<file path="config.mk">
export PLATFORM = sky130hd
export DESIGN_NAME = ft245_tx_framer
export DESIGN_NICKNAME = d
export VERILOG_FILES = /design/src/rtl/ft245_pkg.sv /design/src/rtl/ft245_byte_issuer.sv /design/src/rtl/ft245_tx_framer.sv
export SDC_FILE = /design/constraint.sdc
export NUM_CORES = 1
export LEC_CHECK = 0
export CORE_UTILIZATION = 35
export CTS_BUF_LIST = sky130_fd_sc_hd__clkbuf_8
export DETAILED_ROUTE_END_ITERATION = 8
export SYNTH_ARGS = -nofsm -noshare
export SYNTH_HDL_FRONTEND = slang
export SYNTH_SLANG_ARGS = --single-unit
</file>
<file path="constraint.sdc">
create_clock -name CLK -period 4.8 [get_ports CLK]
set_input_delay 0.48 -clock CLK [delete_from_list [all_inputs] [get_ports CLK]]
set_output_delay 0.48 -clock CLK [all_outputs]
set_load 0.05 [all_outputs]
</file>
<file path="src/rtl/ft245_pkg.sv">
// Shared constants for the FT245 transmit framer: state encoding and default sync bytes.
// FT245_TX_FRAMER_CHECKSUM_EN adds the CHK state used by the trailing checksum byte.
package ft245_pkg;

    localparam logic [7:0] DEF_HDR0 = 8'hA5;
    localparam logic [7:0] DEF_HDR1 = 8'h5A;

    localparam logic [2:0] ST_IDLE       = 3'd0;
    localparam logic [2:0] ST_HDR        = 3'd1;
    localparam logic [2:0] ST_LEN        = 3'd2;
    localparam logic [2:0] ST_WORD_WAIT  = 3'd3;
    localparam logic [2:0] ST_BYTE_ISSUE = 3'd4;
    localparam logic [2:0] ST_BYTE_WAIT  = 3'd5;
    localparam logic [2:0] ST_DONE       = 3'd6;
    localparam logic [2:0] ST_CHK        = 3'd7;

    typedef enum logic [2:0] {
        IDLE       = ST_IDLE,
        HDR        = ST_HDR,
        LEN        = ST_LEN,
        WORD_WAIT  = ST_WORD_WAIT,
        BYTE_ISSUE = ST_BYTE_ISSUE,
        BYTE_WAIT  = ST_BYTE_WAIT,
`ifdef FT245_TX_FRAMER_CHECKSUM_EN
        CHK        = ST_CHK,
`endif
        DONE       = ST_DONE
    } state_e;

    // Payload words go out little-endian.
    function automatic logic [7:0] word_byte(logic [31:0] w, logic [1:0] idx);
        return w[idx*8 +: 8];
    endfunction

endpackage

</file>
<file path="src/rtl/ft245_byte_issuer.sv">
// Single-byte handshake with the FT245 port: one TX_EN strobe when the port is free,
// then hold TX_DATA until TX_DONE and report a one-cycle sent pulse.
module ft245_byte_issuer (
    input  logic       clk,
    input  logic       rst_n,
    input  logic       req_i,
    input  logic [7:0] byte_i,
    input  logic       tx_valid_i,
    input  logic       tx_done_i,
    output logic       tx_en_o,
    output logic [7:0] tx_data_o,
    output logic       sent_o
);

    logic       wait_q;
    logic       tx_en_q;
    logic [7:0] tx_data_q;
    logic       sent_q;

    always_ff @(posedge clk or negedge rst_n) begin
        if (!rst_n) begin
            wait_q    <= 1'b0;
            tx_en_q   <= 1'b0;
            tx_data_q <= 8'h00;
            sent_q    <= 1'b0;
        end else begin
            tx_en_q <= 1'b0;
            sent_q  <= 1'b0;
            if (wait_q) begin
                if (tx_done_i) begin
                    wait_q <= 1'b0;
                    sent_q <= 1'b1;
                end
            // The requester still holds req_i during the sent cycle; skip it so a byte is not resent.
            end else if (req_i && !sent_q && !tx_valid_i) begin
                tx_en_q   <= 1'b1;
                tx_data_q <= byte_i;
                wait_q    <= 1'b1;
            end
        end
    end

    assign tx_en_o   = tx_en_q;
    assign tx_data_o = tx_data_q;
    assign sent_o    = sent_q;

endmodule

</file>
<file path="src/rtl/ft245_tx_framer.sv">
// Frames captured 32-bit words into an FT245 byte stream: sync, length, payload.
// Define FT245_TX_FRAMER_CHECKSUM_EN to append a two's-complement checksum byte.
module ft245_tx_framer
    import ft245_pkg::*;
#(
    parameter logic [7:0] HDR0 = DEF_HDR0,
    parameter logic [7:0] HDR1 = DEF_HDR1
) (
    input  logic        CLK,
    input  logic        RST,
    input  logic        START,
    input  logic [11:0] WORD_COUNT,
    input  logic [31:0] WORD_DATA,
    input  logic        WORD_VALID,
    output logic        WORD_READY,
    output logic        TX_EN,
    output logic [7:0]  TX_DATA,
    input  logic        TX_VALID,
    input  logic        TX_DONE,
    output logic        BUSY,
    output logic        FRAME_DONE
);

    state_e      state_q;
    logic [1:0]  idx_q;
    logic [11:0] words_q;
    logic [31:0] word_q;
    logic        busy_q;
    logic        ready_q;
    logic        fdone_q;
`ifdef FT245_TX_FRAMER_CHECKSUM_EN
    logic [7:0]  chk_q;
`endif

    logic       req;
    logic [7:0] cur_byte;
    logic       sent;

    // words_q still holds the full count while LEN is being sent.
    always_comb begin
        req      = 1'b0;
        cur_byte = 8'h00;
        case (state_q)
            HDR: begin
                req      = 1'b1;
                cur_byte = idx_q[0] ? HDR1 : HDR0;
            end
            LEN: begin
                req      = 1'b1;
                cur_byte = idx_q[0] ? {4'h0, words_q[11:8]} : words_q[7:0];
            end
            BYTE_ISSUE, BYTE_WAIT: begin
                req      = 1'b1;
                cur_byte = word_byte(word_q, idx_q);
            end
`ifdef FT245_TX_FRAMER_CHECKSUM_EN
            CHK: begin
                req      = 1'b1;
                cur_byte = ~chk_q + 8'd1;
            end
`endif
            default: ;
        endcase
    end

    ft245_byte_issuer u_issuer (
        .clk        (CLK),
        .rst_n      (RST),
        .req_i      (req),
        .byte_i     (cur_byte),
        .tx_valid_i (TX_VALID),
        .tx_done_i  (TX_DONE),
        .tx_en_o    (TX_EN),
        .tx_data_o  (TX_DATA),
        .sent_o     (sent)
    );

    always_ff @(posedge CLK or negedge RST) begin
        if (!RST) begin
            state_q <= IDLE;
            idx_q   <= 2'd0;
            words_q <= 12'd0;
            word_q  <= 32'd0;
            busy_q  <= 1'b0;
            ready_q <= 1'b0;
            fdone_q <= 1'b0;
`ifdef FT245_TX_FRAMER_CHECKSUM_EN
            chk_q   <= 8'h00;
`endif
        end else begin
            fdone_q <= 1'b0;
            case (state_q)
                IDLE: if (START) begin
                    words_q <= WORD_COUNT;
                    idx_q   <= 2'd0;
                    busy_q  <= 1'b1;
`ifdef FT245_TX_FRAMER_CHECKSUM_EN
                    chk_q   <= 8'h00;
`endif
                    state_q <= HDR;
                end
                HDR: if (sent) begin
                    idx_q <= idx_q[0] ? 2'd0 : 2'd1;
                    if (idx_q[0]) state_q <= LEN;
                end
                LEN: if (sent) begin
`ifdef FT245_TX_FRAMER_CHECKSUM_EN
                    chk_q <= chk_q + cur_byte;
`endif
                    idx_q <= idx_q[0] ? 2'd0 : 2'd1;
                    if (idx_q[0]) begin
                        if (words_q != 12'd0) begin
                            state_q <= WORD_WAIT;
                            ready_q <= 1'b1;
                        end else begin
`ifdef FT245_TX_FRAMER_CHECKSUM_EN
                            state_q <= CHK;
`else
                            state_q <= DONE;
                            busy_q  <= 1'b0;
                            fdone_q <= 1'b1;
`endif
                        end
                    end
                end
                WORD_WAIT: if (WORD_VALID && ready_q) begin
                    word_q  <= WORD_DATA;
                    words_q <= words_q - 12'd1;
                    ready_q <= 1'b0;
                    state_q <= BYTE_ISSUE;
                end
                BYTE_ISSUE: if (TX_EN) state_q <= BYTE_WAIT;
                BYTE_WAIT: if (sent) begin
`ifdef FT245_TX_FRAMER_CHECKSUM_EN
                    chk_q <= chk_q + cur_byte;
`endif
                    idx_q <= idx_q + 2'd1;
                    if (idx_q != 2'd3) begin
                        state_q <= BYTE_ISSUE;
                    end else if (words_q != 12'd0) begin
                        state_q <= WORD_WAIT;
                        ready_q <= 1'b1;
                    end else begin
`ifdef FT245_TX_FRAMER_CHECKSUM_EN
                        state_q <= CHK;
`else
                        state_q <= DONE;
                        busy_q  <= 1'b0;
                        fdone_q <= 1'b1;
`endif
                    end
                end
`ifdef FT245_TX_FRAMER_CHECKSUM_EN
                CHK: if (sent) begin
                    state_q <= DONE;
                    busy_q  <= 1'b0;
                    fdone_q <= 1'b1;
                end
`endif
                DONE:    state_q <= IDLE;
                default: state_q <= IDLE;
            endcase
        end
    end

    assign WORD_READY = ready_q;
    assign BUSY       = busy_q;
    assign FRAME_DONE = fdone_q;

endmodule

</file>
==> results of run 1 <==
## metal layers
layer  GRT usage  up-vias  wire [um]
met2       0.256       87       3580
met5           0        -          0
met4      0.0446        0         63
met3      0.0472        5        460
met1       0.225     1204       3650
li1            -     1227          -
## per-stage QoR
step	power, mW	instances	util
finish	2.82	492	0.457
global route	3.02	492	0.457
CTS	2.84	492	0.457
detailed placement	2.31	476	0.433
global placement	2.28	476	0.433
floorplan	2.03	305	-
## sequential cells by signal, summed over array words and instances, names as in the netlist
name / flops
u_issuer.tx_en_o: 1
WORD_READY: 1
u_issuer.tx_data_o: 8
words_q: 12
u_issuer.wait_q: 1
FRAME_DONE: 1
BUSY: 1
u_issuer.sent_o: 1
word_q: 32
state_q: 3
idx_q: 2
## power by group through the flow
stage / logic [mW] / registers [mW] / clock network [mW]
finish: 1.23 / 1.07 / 0.515
floorplan: 1.01 / 1.01 / 0
detailed placement: 1.23 / 1.08 / 0
global route: 1.35 / 1.12 / 0.550
CTS: 1.24 / 1.07 / 0.529
global placement: 1.21 / 1.07 / 0
## cell type report
type	instances	area [um2]	area share
multi-input combinational	217	1690	0.395
sequential	63	1580	0.368
timing repair buffer	62	613	0.143
tap	129	161	0.0377
clock buffer	10	138	0.0321
clock inverter	6	85.1	0.0199
inverter	5	18.8	0.00438
## worst paths after layout
check	start	end	slack (ps)	depth (start not counted)
max	state_q[2]$_DFFE_PN0P_	words_q[11]$_DFFE_PN0P_	2440	4
min	RST	words_q[9]$_DFFE_PN0P_	310	2
max reg2reg	state_q[2]$_DFFE_PN0P_	words_q[11]$_DFFE_PN0P_	2440	4
min reg2reg	u_issuer.tx_data_o[3]$_DFFE_PN0P_	u_issuer.tx_data_o[3]$_DFFE_PN0P_	480	2
max in group asynchronous	RST	words_q[0]$_DFFE_PN0P_	3970	2
min in group CLK	u_issuer.tx_data_o[3]$_DFFE_PN0P_	u_issuer.tx_data_o[3]$_DFFE_PN0P_	480	2
## cells by family after synthesis
logic type	share of synthesized area
mux	0.192
simple gates	0.126
fa+ha+maj	0.0109
compound gates	0.163
buf+inv	0.0478
flops	0.460
## Yosys cell counts, drive strengths merged
library cell,count,area [um2]
nor3,7,35.0
and3,2,12.5
nand3,5,25.0
ha,3,37.5
o31ai,1,7.51
mux2,32,469
a32o,1,10.0
mux4,8,180
nand2b,2,12.5
nor3b,2,15.0
and2,3,21.3
and3b,1,8.76
a22oi,4,30.0
clkbuf,3,11.3
mux2i,1,10.0
a2bb2oi,3,32.5
a21o,1,7.51
o2bb2ai,4,35.0
a211oi,2,15.0
nor4,3,18.8
o32ai,1,8.76
a32oi,2,17.5
or2,2,15.0
a21oi,26,134
nor2b,3,21.3
a22o,1,8.76
or4,2,15.0
nor4b,2,32.5
nand2,32,120
or3b,1,8.76
a211o,1,8.76
o21ai,31,163
a31oi,6,37.5
nor2,19,71.3
dfrtp,63,1580
inv,5,18.8
o2111ai,1,26.3
buf,17,134
o22a,2,17.5
## critical path: cells and delay by family (launching register included)
family	cells	cell delay, ps
and+or+nand+nor	2	1040
AOI/OAI and AO/OA	2	370
DFF	1	790
==> summary.md, run 1 <==
| Metric | Value |
|---|---|
| Slew @ Worst Pin | `967 ps` |
| CTS tree | `yes` |
| Antenna cell count | `0` |
| Final TNS setup | `0 ps` |
| # H-tree levels | `3` |
| Clock power share | `0.183` |
| Antenna violations before repair | `0` |
| CP max-delay cell | `or2_1` |
| Hold slack | `312 ps` |
| CP Capture Type | `flop` |
| Slowest Stage Delay on Critical Path | `840 ps` |
| Clock slew at reported path FFs | `70 ps` |
| Period Utilization, post-route | `0.492` |
| Sequential area share after synthesis | `0.460` |
| Final setup vio count | `0` |
| Peak supply drop | `0.000226 V` |
| Post-Route WL | `7750 um` |
| Clock Skew | `9.90 ps` |
| Area post-placement | `4060 um2` |
| Switching Fraction | `0.391` |
| Clock sinks | `63` |
| Leakage | `1.75 nW` |
| Share of layout cells above drive strength 1 | `0.185` |
| TritonCTS buffer count | `9` |
| Crit path DAT | `2540 ps` |
| Fmax achieved | `424 MHz` |
| Comb pwr share | `0.437` |
| CP max FO | `26` |
| Most common cell after layout, fill and taps aside | `dfrtp_1` |
| Core region area | `9370 um2` |
| Starting DRT DRC Count | `137` |
| Minimum clock period | `2360 ps` |
| Post-CTS setup repair buffer count | `0` |
| Die height | `101 um` |
| Fin worst setup slack | `2440 ps` |
| Post-synth net total | `358` |
| Post-synth cell types | `50` |
| Clock Tree Buf Depth | `2` |
| Pre-CTS setup slack | `2430 ps` |
| DRC | `0` |
| Drt first pass iters | `4` |
| Internal power | `1.72 mW` |
| I/O pin cnt | `62` |
| GR Util All Layers | `0.165` |
| Initial Utilization | `0.366` |
| CP Class | `flop to flop` |
| Flop pwr share | `0.380` |
| Area Growth Syn to Fin | `24.8%` |
| Nets | `411` |
| RSZ-0062 raised after global routing | `false` |
| Syn Inst Count | `305` |
| Overflow after GRT | `0` |
| Global-route wire length before repair | `12800 um` |
| Synth Register Bits | `63` |
| Maximum Capacitance Violations | `0` |
| Total net switching power | `1.10 mW` |
| Die X | `101 um` |
| Worst min path class | `input port to async pin` |
| Final slew viol count | `0` |
| Yosys warnings | `0` |
| Worst-path cell chain | `or2_1 -> nor2_1 -> a32oi_1 -> o21ai_0` |
| Post-detail-place hpwl | `5440 um` |
| P per Cell Area | `658 nW/um2` |
| DIE AREA | `10200 um2` |
| Cell area after layout | `4280 um2` |
| Port buffer count | `61` |
| Most frequent cells in the layout | `63 x dfrtp_1, 60 x clkdlybuf4s50_1, 32 x nand2_1` |
| Clk_lat worst skew | `340 ps` |
| Critical Path Start Type | `flop` |
| Via Count | `2523` |
| Req. time, crit path | `4980 ps` |
| PostCTS Resize Cnt | `0` |
| Mapped cell area | `3430 um2` |
| Vias in the first global route | `2587` |
| GPL Wtd Cong | `0.804` |
| Endpoints failing hold | `0` |
| Pin count of the biggest net entering global routing | `64` |
| Worst slew margin | `0.355` |
| Num rows | `35` |
| Cts hold-fix bufs | `0` |
| Run status | `finished clean` |
| Syn Area/Cell | `11.2 um2` |
| Vias/cell | `5.13` |
| Root buf cell | `clkbuf_8` |
| ANT nets after route | `0` |
| Fillers | `894` |
| WL per Instance | `15.8 um` |
Note: power is estimated with default switching activity, not from simulation.
==> run 2, diff against run 1 <==
==> constraint.sdc (replaced) <==
create_clock -name CLK -period 1.95 [get_ports CLK]
set_input_delay 0.195 -clock CLK [delete_from_list [all_inputs] [get_ports CLK]]
set_output_delay 0.195 -clock CLK [all_outputs]
set_load 0.05 [all_outputs]
==> run 2 against run 1 <==
- design area is 5.9% higher
- utilization increased by 2.7 points
- first-iteration DRC count down 15%
- maximum frequency grew 32%
- via count grew 4.4%
- critical path type unchanged
- largest cell class unchanged
- largest power group unchanged
==> summary.md, run 2 (same netlist as run 1, synthesis figures left out) <==
| Metric | Value |
|---|---|
| Run status | `finished clean` |
| Drt first pass iters | `4 (unchanged)` |
| Area Growth Syn to Fin | `32.2%` |
| Slowest Stage Delay on Critical Path | `510 ps (-330 ps)` |
| Overflow after GRT | `0 (unchanged)` |
| Critical path origin | `state_q[2]$_DFFE_PN0P_` |
| Most common cell after layout, fill and taps aside | `dfrtp_1` |
| Cell area after layout | `4530 um2 (+5.9%)` |
| Peak supply drop | `0.000572 V (+150%)` |
| WL per Instance | `15.5 um (-1.5%)` |
| Root buf cell | `clkbuf_8` |
| Final slew viol count | `0 (unchanged)` |
| Maximum Capacitance Violations | `0 (unchanged)` |
| Critical Path Start Type | `flop` |
| Vias/cell | `5.09 (-0.80%)` |
| Final setup vio count | `0 (unchanged)` |
| Reg2reg setup slack | `170 ps (-2270 ps)` |
| CTS tree | `yes` |
| Worst-path cell chain | `and3b_1 -> and2_4 -> buf_4 -> mux2_4` |
| Reg-to-reg startpoint | `state_q[2]$_DFFE_PN0P_` |
| ANT nets after route | `0 (unchanged)` |
| Final std cells w/o fill | `518 (+5.3%)` |
| Initial Utilization | `0.366 (unchanged)` |
| Minimum clock period | `1780 ps (-579 ps)` |
| Antenna cell count | `0 (unchanged)` |
| Post-Route WL | `8040 um (+3.7%)` |
| DIE AREA | `10200 um2 (unchanged)` |
| Pin count of the biggest net entering global routing | `45 (-30%)` |
| CP Capture Point | `word_q[29]$_DFFE_PN0P_` |
| Area post-placement | `4280 um2 (+5.5%)` |
| Num rows | `35 (unchanged)` |
| DRC | `0 (unchanged)` |
| GPL Wtd Cong | `0.843 (+5.0%)` |
| Endpoints failing hold | `0 (unchanged)` |
| Clk_lat worst skew | `340 ps (about the same)` |
| GR Util All Layers | `0.168 (+0.00371)` |
| Clock slew at reported path FFs | `70 ps (about the same)` |
| Starting DRT DRC Count | `116 (-15%)` |
| Global-route wire length before repair | `13000 um (+2.3%)` |
| Slew @ Worst Pin | `502 ps (-465 ps)` |
| CP max-delay cell | `dfrtp_1` |
| Fin util | `0.484 (+0.0270)` |
| Leakage | `1.90 nW (+8.4%)` |
| Post-detail-place hpwl | `6010 um (+11%)` |
| Vias in the first global route | `2556 (-1.2%)` |
| Die height | `101 um (unchanged)` |
| P per Cell Area | `1620 nW/um2 (+150%)` |
| CP Capture Type | `flop` |
| # H-tree levels | `3 (unchanged)` |
| CP max FO | `10 (-62%)` |
| CP Class | `flop to flop` |
| Flip-flop count of the largest register after layout | `32 (unchanged)` |
| DP Cell Count | `501 (+5.3%)` |
| Clock sinks | `63 (unchanged)` |
| Via Count | `2635 (+4.4%)` |
| Req. time, crit path | `2180 ps (-2800 ps)` |
| Worst slew margin | `0.664 (+0.309)` |
| Die X | `101 um (unchanged)` |
| Worst min path class | `input port to async pin` |
| Clock Tree Buf Depth | `2 (unchanged)` |
| Most frequent cells in the layout | `63 x dfrtp_1, 60 x clkdlybuf4s50_1, 32 x nand2_1` |
| Overall Power | `7.37 mW (+160%)` |
| Crit path DAT | `2010 ps (-530 ps)` |
| Largest Register | `word_q` |
| Port buffer count | `61 (unchanged)` |
| Antenna violations before repair | `0 (unchanged)` |
| Core region area | `9370 um2 (unchanged)` |
| Clock Skew | `8.79 ps (-1.11 ps)` |
| TritonCTS buffer count | `9 (unchanged)` |
| Worst reg2reg endpoint | `word_q[29]$_DFFE_PN0P_` |
| RSZ-0062 raised after global routing | `false` |
| Share of layout cells above drive strength 1 | `0.242 (+0.0571)` |
| Fmax achieved | `561 MHz (+32%)` |
| Nets | `437 (+6.3%)` |
| Final TNS setup | `0 ps (unchanged)` |
| Period Utilization, post-route | `0.914 (+0.422)` |
| I/O pin cnt | `62 (unchanged)` |
| Reg2Reg Depth | `4 (unchanged)` |
## run 2: changes by cell type in the layout (fill, tap and decap cells not counted), sizes merged
cell / previous run / this run
buf: 2 / 27
clkbuf: 10 / 9
clkinv: 2 / 3
clkinvlp: 1 / 0
dlygate4sd3: 0 / 1
inv: 6 / 7
## run 2: where the power goes
part,leakage [nW],total (mW),switching [mW],internal [mW]
sequential,0.773,2.41,0.505,1.91
combinational,1.01,3.64,1.77,1.87
clock,0.114,1.31,0.579,0.735
total,1.90,7.37,2.85,4.51
## run 2: worst max-delay path, delay by kind of cell, from the launching register on
family,cells,cell delay (ps)
flops,1,510
mux,1,310
buf+inv,1,220
simple gates,2,620
## run 2: worst min-delay path by stage
stage	to	cells after the start
after floorplan	BUSY$_DFFE_PN0P_	0
after global placement	u_issuer.sent_o$_DFF_PN0_	1
after detailed placement	u_issuer.sent_o$_DFF_PN0_	1
after CTS	u_issuer.sent_o$_DFF_PN0_	2
after global routing	u_issuer.sent_o$_DFF_PN0_	2
final	u_issuer.sent_o$_DFF_PN0_	2
## run 2: repair_timing
| item | CTS | global route |
|---|---|---|
| gates resized for setup | 0 | 3 |
| buffers inserted | 0 | 0 |
| hold buffers | 1 | 0 |
| endpoints found under the hold margin | 19 | 0 |
| endpoints found under the setup margin | 0 | 4 |
## run 2: per-layer routing
layer  vias to the layer above  share of wire  routed length (um)  GRT usage
met5                         -              0                   0          0
met4                         0          0.010                  83     0.0602
met3                         8          0.045                 364     0.0347
met2                        76           0.46                3730      0.267
met1                      1270           0.48                3860      0.229
li1                       1281              -                   -          -
## run 2: area by class of cell
type	count	area, um2
Clock buffer	9	124
Inverter	5	18.8
Multi-Input combinational cell	217	1700
Timing Repair Buffer	88	848
Clock inverter	7	104
Sequential cell	63	1580
Tap cell	129	161
Fill cell	878	4840
## run 2: metrics by stage
step,setup slack (ps),hold slack (ps)
6_report,168,357
5_1_grt,73.1,386
4_1_cts,67.0,367
3_5_place_dp,85.6,185
3_3_place_gp,148,186
2_1_floorplan,186,-101
